===== src/rtl/cdtv_subcode_pkg.sv =====
`default_nettype none
// ============================================================================
//  Package   : cdtv_subcode_pkg
//  Purpose   : Shared constants, register map, FSM state type and CRC-16
//              step function for the CDTV subcode Q-channel buffer.
//  Revision  : 1.0  initial release
// ============================================================================
package cdtv_subcode_pkg;

  // Frame geometry: 2 sync bytes followed by 96 payload bytes per SCOR.
  localparam int SUB_FRAME_LEN  = 98;
  localparam int SUB_SYNC_BYTES = 2;
  localparam int Q_BITS         = 96;
  localparam int Q_DATA_BITS    = 80;
  localparam int Q_DATA_BYTES   = 10;

  // CCITT polynomial x^16 + x^12 + x^5 + 1.
  localparam logic [15:0] CRC16_POLY = 16'h1021;

  // Host register map.
  localparam logic [3:0] ADDR_STATUS  = 4'd10;
  localparam logic [3:0] ADDR_CRC_CNT = 4'd11;
  localparam logic [3:0] ADDR_FRM_CNT = 4'd12;

  typedef enum logic [1:0] {
    WAIT_SYNC = 2'd0,
    FRAME     = 2'd1,
    CHECK     = 2'd2
  } subq_state_e;

  // One MSB-first shift of the CRC register with input bit din.
  function automatic logic [15:0] crc16_step(input logic [15:0] crc, input logic din);
    logic fb;
    fb = crc[15] ^ din;
    return {crc[14:0], 1'b0} ^ (fb ? CRC16_POLY : 16'h0000);
  endfunction

endpackage
`default_nettype wire


===== src/rtl/cdtv_crc16_serial.sv =====
`default_nettype none
// ============================================================================
//  Module    : cdtv_crc16_serial
//  Purpose   : Bit-serial CRC-16 (x^16+x^12+x^5+1), preset 0x0000, MSB
//              first. clr has priority over en.
//  Revision  : 1.0  initial release
// ============================================================================
module cdtv_crc16_serial
  import cdtv_subcode_pkg::*;
(
  input  logic        clk,
  input  logic        rst_n,
  input  logic        clr,
  input  logic        en,
  input  logic        din,
  output logic [15:0] crc
);

  logic [15:0] crc_q;
  logic [15:0] crc_d;

  // Next CRC value: restart on clr, otherwise advance one bit when enabled.
  always_comb begin
    crc_d = crc_q;
    if (clr) begin
      crc_d = 16'h0000;
    end else if (en) begin
      crc_d = crc16_step(crc_q, din);
    end
  end

  // CRC register.
  always_ff @(posedge clk or negedge rst_n) begin
    if (!rst_n) begin
      crc_q <= 16'h0000;
    end else begin
      crc_q <= crc_d;
    end
  end

  assign crc = crc_q;

endmodule
`default_nettype wire


===== src/rtl/cdtv_subq_buffer.sv =====
`default_nettype none
// ============================================================================
//  Module    : cdtv_subq_buffer
//  Purpose   : Assembles 98-byte subcode frames, extracts the 96 Q bits,
//              checks the Q CRC-16 and keeps the last good 10-byte Q record
//              in a host-readable shadow with status flags and error counts.
//  Config    : SUBQ_IRQ_EN - when defined, INT_n is driven low while
//              Q_READY or FRAME_ERR is set; otherwise INT_n is tied high.
//  Revision  : 1.0  initial release
// ============================================================================
module cdtv_subq_buffer
  import cdtv_subcode_pkg::*;
#(
  parameter int ERRCNT_W    = 8,
  parameter int SYNC_STAGES = 2
)(
  input  logic       CLK7,
  input  logic       IFRST_n,
  input  logic       SCOR,
  input  logic       SUB_STB,
  input  logic [7:0] SUB,
  input  logic       RD_STB,
  input  logic [3:0] RD_ADDR,
  output logic [7:0] RD_DATA,
  output logic       Q_READY,
  output logic       INT_n
);

  localparam logic [6:0] FIRST_Q_BYTE  = 7'(SUB_SYNC_BYTES);
  localparam logic [6:0] LAST_CRC_BYTE = 7'(SUB_SYNC_BYTES + Q_DATA_BITS - 1);
  localparam logic [6:0] LAST_BYTE     = 7'(SUB_FRAME_LEN - 1);
  localparam logic [ERRCNT_W-1:0] CNT_ONE = {{(ERRCNT_W-1){1'b0}}, 1'b1};

  // Only the Q bit of each subcode byte is consumed.
  logic sub_unused;
  assign sub_unused = ^{SUB[7], SUB[5:0]};

  // ---------------------------------------------------------------- state
  logic [SYNC_STAGES-1:0] scor_sync_q, scor_sync_d;
  logic [SYNC_STAGES-1:0] stb_sync_q,  stb_sync_d;
  logic                   scor_prev_q, scor_prev_d;
  logic                   stb_prev_q,  stb_prev_d;

  subq_state_e            state_q, state_d;
  logic [6:0]             byte_cnt_q, byte_cnt_d;
  logic [Q_BITS-1:0]      q_shift_q, q_shift_d;
  logic [Q_DATA_BITS-1:0] shadow_q, shadow_d;

  logic                   q_ready_q, q_ready_d;
  logic                   overrun_q, overrun_d;
  logic                   frame_err_q, frame_err_d;
  logic                   crc_err_q, crc_err_d;
  logic [ERRCNT_W-1:0]    crc_err_cnt_q, crc_err_cnt_d;
  logic [ERRCNT_W-1:0]    frm_err_cnt_q, frm_err_cnt_d;
  logic [7:0]             rd_data_q, rd_data_d;

  logic                   scor_pulse, stb_pulse;
  logic                   crc_clr, crc_en;
  logic                   check_pass, check_fail, frame_err_set;
  logic                   status_rd;
  logic [15:0]            crc_val;

  // Synchroniser chains and edge detection for the two async strobes.
  always_comb begin
    scor_sync_d = {scor_sync_q[SYNC_STAGES-2:0], SCOR};
    stb_sync_d  = {stb_sync_q[SYNC_STAGES-2:0], SUB_STB};
    scor_prev_d = scor_sync_q[SYNC_STAGES-1];
    stb_prev_d  = stb_sync_q[SYNC_STAGES-1];
    scor_pulse  = scor_sync_q[SYNC_STAGES-1] & ~scor_prev_q;
    stb_pulse   = stb_sync_q[SYNC_STAGES-1] & ~stb_prev_q;
  end

  // Frame assembly FSM: byte counting, Q-bit capture and CRC feed.
  // A SCOR pulse always restarts the frame; a byte strobe in the same
  // cycle becomes byte 0 of the new frame.
  always_comb begin
    state_d       = state_q;
    byte_cnt_d    = byte_cnt_q;
    q_shift_d     = q_shift_q;
    crc_clr       = 1'b0;
    crc_en        = 1'b0;
    check_pass    = 1'b0;
    check_fail    = 1'b0;
    frame_err_set = 1'b0;
    case (state_q)
      WAIT_SYNC: begin
        if (scor_pulse) begin
          state_d    = FRAME;
          crc_clr    = 1'b1;
          byte_cnt_d = stb_pulse ? 7'd1 : 7'd0;
        end
      end
      FRAME: begin
        if (scor_pulse) begin
          frame_err_set = 1'b1;
          crc_clr       = 1'b1;
          byte_cnt_d    = stb_pulse ? 7'd1 : 7'd0;
        end else if (stb_pulse) begin
          if (byte_cnt_q >= FIRST_Q_BYTE) begin
            q_shift_d = {q_shift_q[Q_BITS-2:0], SUB[6]};
            crc_en    = (byte_cnt_q <= LAST_CRC_BYTE);
          end
          byte_cnt_d = byte_cnt_q + 7'd1;
          if (byte_cnt_q == LAST_BYTE) begin
            state_d = CHECK;
          end
        end
      end
      CHECK: begin
        if (crc_val == ~q_shift_q[15:0]) begin
          check_pass = 1'b1;
        end else begin
          check_fail = 1'b1;
        end
        state_d = WAIT_SYNC;
        // Do not lose a SCOR that lands in the single CHECK cycle.
        if (scor_pulse) begin
          state_d    = FRAME;
          crc_clr    = 1'b1;
          byte_cnt_d = stb_pulse ? 7'd1 : 7'd0;
        end
      end
      default: begin
        state_d = WAIT_SYNC;
      end
    endcase
  end

  cdtv_crc16_serial u_crc (
    .clk   (CLK7),
    .rst_n (IFRST_n),
    .clr   (crc_clr),
    .en    (crc_en),
    .din   (SUB[6]),
    .crc   (crc_val)
  );

  // Status flags, shadow update and saturating error counters.
  // A status read clears the flags, but a same-cycle set wins.
  always_comb begin
    status_rd     = RD_STB && (RD_ADDR == ADDR_STATUS);
    q_ready_d     = status_rd ? 1'b0 : q_ready_q;
    overrun_d     = status_rd ? 1'b0 : overrun_q;
    frame_err_d   = status_rd ? 1'b0 : frame_err_q;
    crc_err_d     = status_rd ? 1'b0 : crc_err_q;
    shadow_d      = shadow_q;
    crc_err_cnt_d = crc_err_cnt_q;
    frm_err_cnt_d = frm_err_cnt_q;
    if (check_pass) begin
      shadow_d  = q_shift_q[Q_BITS-1:Q_BITS-Q_DATA_BITS];
      overrun_d = q_ready_q;
      q_ready_d = 1'b1;
    end
    if (check_fail) begin
      crc_err_d = 1'b1;
      if (crc_err_cnt_q != {ERRCNT_W{1'b1}}) begin
        crc_err_cnt_d = crc_err_cnt_q + CNT_ONE;
      end
    end
    if (frame_err_set) begin
      frame_err_d = 1'b1;
      if (frm_err_cnt_q != {ERRCNT_W{1'b1}}) begin
        frm_err_cnt_d = frm_err_cnt_q + CNT_ONE;
      end
    end
  end

  // Host read mux; the result is registered and held between strobes.
  always_comb begin
    rd_data_d = rd_data_q;
    if (RD_STB) begin
      rd_data_d = 8'h00;
      for (int i = 0; i < Q_DATA_BYTES; i++) begin
        if (RD_ADDR == 4'(i)) begin
          rd_data_d = shadow_q[(Q_DATA_BITS-1) - 8*i -: 8];
        end
      end
      if (RD_ADDR == ADDR_STATUS) begin
        rd_data_d = {4'b0000, overrun_q, frame_err_q, crc_err_q, q_ready_q};
      end
      if (RD_ADDR == ADDR_CRC_CNT) begin
        rd_data_d = 8'(crc_err_cnt_q);
      end
      if (RD_ADDR == ADDR_FRM_CNT) begin
        rd_data_d = 8'(frm_err_cnt_q);
      end
    end
  end

  // All block state registers.
  always_ff @(posedge CLK7 or negedge IFRST_n) begin
    if (!IFRST_n) begin
      scor_sync_q   <= '0;
      stb_sync_q    <= '0;
      scor_prev_q   <= 1'b0;
      stb_prev_q    <= 1'b0;
      state_q       <= WAIT_SYNC;
      byte_cnt_q    <= 7'd0;
      q_shift_q     <= '0;
      shadow_q      <= '0;
      q_ready_q     <= 1'b0;
      overrun_q     <= 1'b0;
      frame_err_q   <= 1'b0;
      crc_err_q     <= 1'b0;
      crc_err_cnt_q <= '0;
      frm_err_cnt_q <= '0;
      rd_data_q     <= 8'h00;
    end else begin
      scor_sync_q   <= scor_sync_d;
      stb_sync_q    <= stb_sync_d;
      scor_prev_q   <= scor_prev_d;
      stb_prev_q    <= stb_prev_d;
      state_q       <= state_d;
      byte_cnt_q    <= byte_cnt_d;
      q_shift_q     <= q_shift_d;
      shadow_q      <= shadow_d;
      q_ready_q     <= q_ready_d;
      overrun_q     <= overrun_d;
      frame_err_q   <= frame_err_d;
      crc_err_q     <= crc_err_d;
      crc_err_cnt_q <= crc_err_cnt_d;
      frm_err_cnt_q <= frm_err_cnt_d;
      rd_data_q     <= rd_data_d;
    end
  end

  assign RD_DATA = rd_data_q;
  assign Q_READY = q_ready_q;

`ifdef SUBQ_IRQ_EN
  logic int_n_q, int_n_d;

  // Interrupt request: asserted while a new record or framing error is pending.
  always_comb begin
    int_n_d = ~(q_ready_d | frame_err_d);
  end

  // Registered interrupt output.
  always_ff @(posedge CLK7 or negedge IFRST_n) begin
    if (!IFRST_n) begin
      int_n_q <= 1'b1;
    end else begin
      int_n_q <= int_n_d;
    end
  end

  assign INT_n = int_n_q;
`else
  assign INT_n = 1'b1;
`endif

endmodule
`default_nettype wire


===== config.mk =====
export PLATFORM = sky130hd
export DESIGN_NAME = cdtv_subq_buffer
export DESIGN_NICKNAME = d
export VERILOG_FILES = /design/src/rtl/cdtv_subcode_pkg.sv /design/src/rtl/cdtv_crc16_serial.sv /design/src/rtl/cdtv_subq_buffer.sv
export SDC_FILE = /design/constraint.sdc
export NUM_CORES = 1
export LEC_CHECK = 0
export ABC_AREA = 0
export CAP_MARGIN = 30
export CORE_ASPECT_RATIO = 0.6
export CORE_MARGIN = 2
export CORE_UTILIZATION = 42
export CTS_BUF_LIST = sky130_fd_sc_hd__clkbuf_4
export DETAILED_ROUTE_END_ITERATION = 12
export SKIP_CTS_REPAIR_TIMING = 1
export SYNTH_ARGS = -nofsm -noshare
export SYNTH_HDL_FRONTEND = slang
export SYNTH_SLANG_ARGS = --single-unit

===== constraint.sdc =====
create_clock -name CLK7 -period 2.5 [get_ports CLK7]
set_input_delay 0.75 -clock CLK7 [delete_from_list [all_inputs] [get_ports CLK7]]
set_output_delay 0.75 -clock CLK7 [all_outputs]
set_load 0.1 [all_outputs]

==> qor.txt <==
# diodes: 0
Pre-antenna DRT Iters: 5
Fin. Hold Viols: 0
setup slack after layout: 0.0915 ns
# rows: 44
worst path cell trace: xor2_1 > nand4_1 > nor4_4 > and2_4 > buf_16 > mux2_4
WL met2: 8380 um
Mapped Nets: 745
clk buf depth: 3
status: finished, final reports clean
fin area: 11900 um2
first-pass GRT wire length: 34900 um
Comb pwr share: 11.5%
crit end category: register
Die W: 209 um
most area-consuming cells after synthesis: dfrtp_1 56%, mux2_4 11%, mux2_2 11%
CP bufs+invs: 1
peak supply drop: 0.274 mV
hold wc startpoint: scor_sync_q[0]$_DFF_PN0_
post-synthesis mux area share: 27.7%
total CTS buffers: 56
Sw Ratio: 27.2%
drt wl/cell: 18.7 um
GRT Overall Usage: 16.9%
vias in the first global route: 6302
Req. time, crit path: 3.03 ns
Setup Viol. Count Final: 0
Placement Setup Slack: -0.0385 ns
max-slew violation count: 0
H-tree Lvls: 2
sequential share of power: 52.5%
IO Count: 27
Seq cells post-synth: 235
max incr delay on CP: 0.43 ns
Worst-path clk slew: 0.07 ns
r2r setup slk: 0.09 ns
NetSw: 0.00216 W
wl on met1: 11800 um
CTS tree: built
wire length on met3: 1070 um
xor/xnor share of the synthesized area: 3.07%
Adder-Cell Fraction of Synth Area: 0.592%
Final Net Count: 824
Fmax: 0.415 GHz
main combinational cell family by area after synthesis: multiplexers
Mapped Avg Cell Area: 14.6 um2
Compound-Gate Fraction of Synth Area: 3.87%
WS Path Type: reg2reg
worst-margin pin slew: 0.628 ns
CP startpoint: u_crc.crc[1]$_DFFE_PN0P_
layout cells sized above 1: 39.8%
worst setup path endpoint: shadow_q[27]$_DFFE_PN0P_
clock sinks: 235
DP HPWL: 14900 um
CP max-delay cell: nor4_4
Post-DRT Antenna Nets: 0
Yosys top cell by area: dfrtp_1
final WL: 21500 um
hold-critical path depth: 0
Async S/R FF share, synth: 100%
largest net degree at the start of global routing: 62
Syn. warnings: 0
Core Region: 24400 um2
Port Buffers: 18
Initial Util: 43.2%
gpl congestion: 0.903
Levels on crit path: 6
Yosys cell types: 53
Power Dens Cells: 668 nW/um2
Hold WC Path Type: reg2reg
post-synthesis simple-gate area fraction: 5.43%
R2R Path End: shadow_q[27]$_DFFE_PN0P_
Syn Inst Count: 723
fin cells: 1151
leakage power: 5.89 nW
fin crit period: 2.41 ns
Die H: 127 um
clock latency on the worst-skew pair: 0.69 ns
filler instances: 2120
Pint: 0.00577 W
EDFF count, synth: 0
Syn Std Cell Area: 10600 um2
Reg2Reg Depth: 6
Crit path arrival time: 2.94 ns
Max Cap Viol: 0
Final Util: 48.6%
CP max FO: 34
fin crit share: 96.3%
Area Growth Syn to Fin: 12.4%
Avg Vias per Cell: 5.23
uppermost routed layer: met4
RSZ-0062 raised after global routing: false
FF-to-FF Start: u_crc.crc[1]$_DFFE_PN0P_
CTS root buffer: clkbuf_4
placed instance area: 11200 um2
via count: 6015
Top delay family on crit path: simple AND/OR/NAND/NOR gates
Slew Limit Headroom: 58.0%
Overflow after GRT: 0
prevailing post-synth register cell: dfrtp_1
initial antenna violation count: 0
clock power share: 36.0%
Die ar.: 26500 um2
DRC: 0
Iteration-0 DRC Markers: 425
Final Skew: 0.0510 ns
setup tns final: 0 ns
# placed instances: 1063
crit start category: register
area share of the largest cell type after synthesis: 55.7%
sequential share of the synthesized area: 55.7%
-- cell usage in the layout (no fill, tap or decap), drive strengths merged, types with 7 or more instances in the layout --
master and n:
clkbuf 78, nor2 19, o21ai 12, mux2i 19
clkdlybuf4s50 7, a21oi 7, nand2 36, nand4 10
nand2b 10, buf 48, mux2 179, xor2 31
o22ai 7, nor2b 9, dfrtp 235, inv 24
nand3 7, mux4 19
-- metal layers --
layer / GRT usage [%] / vias up
li1: - / 2764
met1: 27.2 / 3078
met2: 21.8 / 142
met3: 4.33 / 31
met4: 4.58 / 0
met5: 0 / -
-- power groups by stage --
stage | combinational [W] | sequential [W] | clock (W)
final | 0.000915 | 0.00416 | 0.00285
after global routing | 0.00101 | 0.00419 | 0.00317
after CTS | 0.000925 | 0.00416 | 0.00296
after detailed placement | 0.000922 | 0.00422 | 0
after global placement | 0.000900 | 0.00422 | 0
after floorplan | 0.000536 | 0.00425 | 0
-- cells by family (layout without fill, tap and decap cells) --
family,Yosys count,after routing
AOI/OAI and AO/OA,60,60
xor gates and xnor gates,37,37
and+or+nand+nor,111,111
other,1,1
adders and majority gates,5,5
buffers and inverters,57,163
DFF,235,235
muxes,217,217
-- through the flow --
stage                     hold slack, ns  power (W)
after floorplan                    0.331    0.00478
after global placement             0.338    0.00512
after detailed placement           0.340    0.00514
after CTS                        -0.0408    0.00804
after global routing               0.363    0.00837
final                              0.350    0.00792
-- worst min-delay path by stage --
stage                                    to  slack (ns)
5_1_grt            scor_sync_q[1]$_DFF_PN0_        0.36
2_1_floorplan      scor_sync_q[1]$_DFF_PN0_        0.33
6_report           scor_sync_q[1]$_DFF_PN0_        0.35
4_1_cts        crc_err_cnt_q[2]$_DFFE_PN0P_       -0.04
3_5_place_dp       scor_sync_q[1]$_DFF_PN0_        0.34
3_3_place_gp       scor_sync_q[1]$_DFF_PN0_        0.34
-- cells in the mapped netlist, drive strengths merged (5+ instances only) --
master,count
a21oi,7
nand3,7
buf,26
dfrtp,235
mux2i,19
mux2,179
nand2,36
o21ai,12
mux4,19
a211oi,5
o31ai,5
nor2,19
nor2b,9
o22ai,7
xnor2,6
inv,22
xor2,31
clkbuf,9
nand2b,10
ha,5
nand4,10
-- layout make-up --
type                    instances  area (um2)  share of cell area (%)
flip-flops and latches        235        5880                    49.5
inverters                      22        82.6                   0.696
multi-input cells             431        4310                    36.3
clock buffers                  78         586                    4.93
repair buffers                 56         582                    4.90
clock inverters                 7        27.5                   0.232
well taps                     322         403                    3.39
-- sequential cells by signal, indices dropped and copies added, names as in the netlist --
signal	cells
byte_cnt_q	7
stb_sync_q	2
scor_prev_q	1
state_q	2
crc_err_cnt_q	8
u_crc.crc	16
overrun_q	1
RD_DATA	8
frm_err_cnt_q	8
stb_prev_q	1
q_shift_q	96
frame_err_q	1
Q_READY	1
crc_err_q	1
shadow_q	80
scor_sync_q	2
(Power assumes the default switching activity.)
